$ cat src/rtl/game_judge.sv
// Game judge: collision check of dino vs active obstacles, IDLE/RUN/OVER state machine,
// tick-divided score with saturation, high score, restart pulse and run enable.
module game_judge #(
   parameter int DINO_X          = 50,
   parameter int DINO_W          = 20,
   parameter int DINO_H          = 22,
   parameter int DANGER_W        = 10,
   parameter int DANGER_H        = 20,
   parameter int GROUND          = 200,
   parameter int TICKS_PER_POINT = 4,
   parameter int SCORE_MAX       = 9999
) (
   input  logic        clk,
   input  logic        rst,
   input  logic        game_tick,
   input  logic        start_key,
   input  logic [8:0]  dino_pos,
   input  logic [8:0]  danger_pos1,
   input  logic [8:0]  danger_pos2,
   input  logic [8:0]  danger_pos3,
   input  logic [1:0]  danger_num,
   output logic [1:0]  game_state,
   output logic        run_en,
   output logic        obj_rst,
   output logic        hit,
   output logic [13:0] score,
   output logic [13:0] high_score
);

   localparam int CW = (TICKS_PER_POINT > 1) ? $clog2(TICKS_PER_POINT) : 1;

   typedef enum logic [1:0] {
      S_IDLE = 2'd0,
      S_RUN  = 2'd1,
      S_OVER = 2'd2,
      S_BAD  = 2'd3
   } state_t;

   state_t          state, state_nxt;
   logic [CW-1:0]   tick_cnt;
   logic            start_go, tick_go, die;
   logic            y_hit, ov1, ov2, ov3, any_hit;

   // 10-bit arithmetic so pos+width cannot wrap at 9 bits
   function automatic logic x_overlap(input logic [8:0] pos);
      logic [9:0] p;
      p = {1'b0, pos};
      return (p < 10'(DINO_X + DINO_W)) && ((p + 10'(DANGER_W)) > 10'(DINO_X));
   endfunction

   always_comb begin
      y_hit   = ({1'b0, dino_pos} + 10'(DINO_H)) > 10'(GROUND - DANGER_H);
      ov1     = x_overlap(danger_pos1);
      ov2     = x_overlap(danger_pos2);
      ov3     = x_overlap(danger_pos3);
      any_hit = y_hit && (((danger_num >= 2'd1) && ov1) ||
                          ((danger_num >= 2'd2) && ov2) ||
                          ((danger_num == 2'd3) && ov3));
   end

   always_comb begin
      state_nxt  = state;
      start_go   = 1'b0;
      tick_go    = 1'b0;
      die        = 1'b0;
      game_state = state;
      run_en     = (state == S_RUN);
      case (state)
         S_IDLE, S_OVER: begin
            if (start_key) begin
               state_nxt = S_RUN;
               start_go  = 1'b1;
            end
         end
         S_RUN: begin
            if (game_tick) begin
               if (any_hit) begin
                  state_nxt = S_OVER;
                  die       = 1'b1;
               end else begin
                  tick_go = 1'b1;
               end
            end
         end
         default: state_nxt = S_IDLE;
      endcase
   end

   always_ff @(posedge clk) begin
      if (rst) begin
         state      <= S_IDLE;
         obj_rst    <= 1'b0;
         hit        <= 1'b0;
         score      <= '0;
         high_score <= '0;
         tick_cnt   <= '0;
      end else begin
         state   <= state_nxt;
         obj_rst <= start_go;
         if (start_go) begin
            score    <= '0;
            tick_cnt <= '0;
            hit      <= 1'b0;
         end else if (die) begin
            hit <= 1'b1;
         end else if (tick_go) begin
            if (tick_cnt == CW'(TICKS_PER_POINT - 1)) begin
               tick_cnt <= '0;
               if (score < 14'(SCORE_MAX))
                  score <= score + 14'd1;
            end else begin
               tick_cnt <= tick_cnt + CW'(1);
            end
         end
         // score is frozen in OVER, so comparing here lands one clk after entry
         if (state == S_OVER && score > high_score)
            high_score <= score;
      end
   end

endmodule
$ cat config.mk
export PLATFORM = sky130hd
export DESIGN_NAME = game_judge
export DESIGN_NICKNAME = d
export VERILOG_FILES = /design/src/rtl/game_judge.sv
export SDC_FILE = /design/constraint.sdc
export NUM_CORES = 1
export LEC_CHECK = 0
export CORE_AREA = 10 10 83 85
export CTS_CLUSTER_DIAMETER = 200
export DETAILED_ROUTE_END_ITERATION = 12
export DIE_AREA = 0 0 93 95
export GPL_TIMING_DRIVEN = 1
export PLACE_DENSITY = 0.79
export SYNTH_ARGS = -nofsm -noshare
export SYNTH_HDL_FRONTEND = slang
export SYNTH_SLANG_ARGS = --single-unit
$ cat constraint.sdc
create_clock -name clk -period 3.7 [get_ports clk]
set_input_delay 1.11 -clock clk [delete_from_list [all_inputs] [get_ports clk]]
set_output_delay 1.11 -clock clk [all_outputs]
set_load 0.01 [all_outputs]
==> run summary <==
In this run the critical register-to-register path is captured at score[12]. The worst setup path is captured at a flip-flop. VDD sags by at most 0.000152 V. For the placer congestion estimate, the log shows 0.851. In the post-synthesis netlist, the biggest area contributors are dfxtp_1 28%, ha_1 12%, mux2i_1 6.2%.

The final count of hold timing violations is 0. The later pin in the worst-skew pair is clocked with a latency of 0.29 ns. The run gives 0 as the number of antenna violations at the first check in global routing. The worst setup path is launched from an input pin. The critical path is of the in2reg type.

The run finished with clean final reports. On the final layout, the worst clock skew is 0.00909 ns. Setup repair after global routing left no endpoint under its margin.

The run gives 19 as the largest net degree at the start of global routing. The die covers 0.00884 sq mm. In the synthesized netlist, the cells that appear most often are 34 x dfxtp_1, 28 x inv_1, 28 x nor2_1, 25 x a21oi_1, 23 x ha_1.

After global routing, the most crowded layer is met2. The async set-or-reset flop fraction in the synthesized netlist came out at 0. The fmax was 286 MHz. Leading cell type by number of instances after synthesis: dfxtp_1.

Count of clock tree sinks: 34. Setup violations remaining at the end of the flow were counted as 0. The met2 usage in global routing was 0.289. In this run the worst setup path terminates at score[2]. The class of the tightest hold or removal check was reg2reg. The post-detailed-route DRC marker count is 0, and the fill cell instance count of the final layout is 483.

The run gives 0 as the max-slew violation count. In this run the most critical hold path is launched from hit. After detailed routing, the total wire length is 6910 um. Count of antenna diodes in the layout: 0. Summed over all instances, the cell type with the most area after synthesis is dfxtp_1. Summed over all cells, the static leakage comes to 0.00134 uW. The portion of the post-synthesis area used by sequential elements was 0.281; the I/O pin count was 75.

The power per cell area works out to 237 mW/mm^2. Beginning of the worst register-to-register path: score[4]. The floorplan has 27 rows.

The tree is rooted in a clkbuf_8. TritonCTS built the clock tree. Post-CTS timing repair inserted 0 buffers for setup.

Counting every instance in the synthesized netlist gives 307. Counting along the longest clock path gives a buffer depth of 2. Synthesis instantiated 50 different standard cells from the library. The global routing met1 resource utilization was 0.174; the top-area cell type share of the netlist area was 0.281. In this run the vertical extent of the chip is 95 um.

The per-instance average area after synthesis is 7.89 sq um, and the area growth from synthesis to final layout is 38.6%. Met3 usage in global routing: 0.0412. The tool flagged a number of max-cap violations equal to 0. The first global-routing pass estimated 11700 um of wire. The most used flip-flop cell after synthesis is dfxtp_1. The count of hold buffers inserted by post-cts repair was 0. In this run the cell area of the synthesized design comes to 0.00242 sq mm.

Worst max-slew margin expressed relative to the limit: 0.629. The number of synthesized flops with an enable pin is 0. For the total power consumption of the routed design, the log shows 795 uW. The quantity of gates resized following cts is 0. Number of global-route vias before repair: 2551. Synthesis produced a netlist with a net count of 372. The logs give 0.158 for the global router's overall resource usage and 3.92 ns for the data required time of the critical path.

For the pin with the worst max-slew slack, the measured transition is 0.543 ns. The number of synthesized register bits is 34, and the Yosys warning count is 0. The number of violations reported at the end of detailed-routing iteration 0 was 78; the per-cell routed wire length was 15.0 um. Across all register-to-register paths, the minimum setup slack is 1.37 ns.

The tools report the beginning of the critical path as danger_pos2[1]. The number of levels in the clock H-tree is 2, and the fraction of layout cells with a size suffix above 1 is 0.0568. The count of nets left with antenna violations once routing finished came out at 0. The tools report the final cell utilization of the core as 0.629. The first detailed-routing pass took 4 iterations. The run gives 2552 as the number of vias after detailed routing. Fraction of the cycle the final worst path needs: 0.944. The worst-case reg-to-reg path depth is 7, and the area occupied by multi-input gates is 0.00159 sq mm. The logs give 0 for the total grt overflow and 451 for the post-layout net count. The logs give 3.72 ns for the arrival time reported for the critical path endpoint and 0.454 for the effective utilization at floorplan. Subtracting the final worst setup slack from the clock period gives 3.49 ns. The maximum fanout count along the critical path was 16; the CTS buffer count was 5.

The number of buffers inserted by port buffering was 74. For the total half-perimeter wirelength after legalization and detailed placement, the log shows 5600 um. The area of all sequential standard cells came out at 681 sq um.

In the routed layout, each cell is associated on average with a via count of 5.56. The total core area came out at 0.00534 sq mm. In this run the horizontal extent of the chip is 93 um. Clock-pin slew was measured on the worst setup and hold paths at 0.07 ns.
==> where the power goes <==
group          internal, uW  switching [uW]  total, uW
Combinational          75.8            64.0        140
Sequential              368            1.55        370
Clock                   150             135        285
Total                   594             201        795
==> flip-flops by register name, summed over array words and instances (netlist names) <==
register,cells
high_score,14
obj_rst,1
game_state,2
tick_cnt,2
score,14
hit,1
==> worst min-delay path by stage <==
stage	endpoint	slack, ns	depth (start not counted)
6_report	hit	0.49	2
5_1_grt	tick_cnt[1]	0.54	2
4_1_cts	hit	0.49	2
3_5_place_dp	hit	0.47	2
3_3_place_gp	hit	0.46	2
2_1_floorplan	tick_cnt[1]	0.46	2
==> area by class of cell <==
class                           count  area share
Clock buffer                        7      0.0257
Inverter                           28      0.0313
Multi-Input combinational cell    235       0.474
Timing Repair Buffer               82       0.238
Sequential cell                    34       0.203
Clock inverter                      1     0.00149
Tap cell                           72      0.0268
==> metrics by stage <==
stage	instance area (sq um)	TNS, ns	hold WS (ns)	setup slack [ns]	instances
after CTS	3360	0	0.491	0.225	459
after detailed placement	3270	-0.583	0.471	-0.0762	451
after global placement	3270	0	0.460	0.00655	451
after floorplan	2420	0	0.458	0.636	307
final	3360	0	0.485	0.206	459
after global routing	3360	0	0.538	0.0167	459
==> cell families (layout without fill, tap and decap cells) <==
group,after synthesis,count (layout),synth area share
mux,15,15,0.0620
buf+inv,38,118,0.0625
flops,34,34,0.281
fa+ha+maj,23,23,0.119
simple gates,109,109,0.243
compound gates,86,86,0.225
xor+xnor,2,2,0.00723
==> layout by cell type (no fill, tap or decap), types with 3 or more instances in the layout <==
master / count
a211oi_1: 3
a21boi_0: 3
a21oi_1: 25
and2_1: 3
and3_1: 3
buf_4: 8
clkbuf_8: 6
clkdlybuf4s50_1: 74
dfxtp_1: 34
ha_1: 23
inv_1: 28
mux2i_1: 15
nand2_1: 15
nand2b_1: 3
nand3_1: 13
nand4_1: 7
nor2_1: 28
nor2b_1: 7
nor4_1: 5
o211ai_1: 3
o21a_1: 3
o21ai_0: 20
o22ai_1: 4
o31ai_1: 10
or3_1: 6
or4_1: 7
==> layer usage <==
layer  up-vias  wire length (um)
met5         -                 0
met4         0                72
met3        10               350
met2        63              3550
met1      1182              2930
li1       1297                 -
==> worst max-delay path, stage by stage <==
cell and delay, ns:
clkdlybuf4s50_1 0.51, inv_1 0.08, ha_1 0.33, o21ai_0 0.19
a221oi_1 0.11, and4_1 0.23, o31a_2 0.46, buf_4 0.21
or3_1 0.35, a21oi_1 0.14
Power figures use the tool's default switching activity.
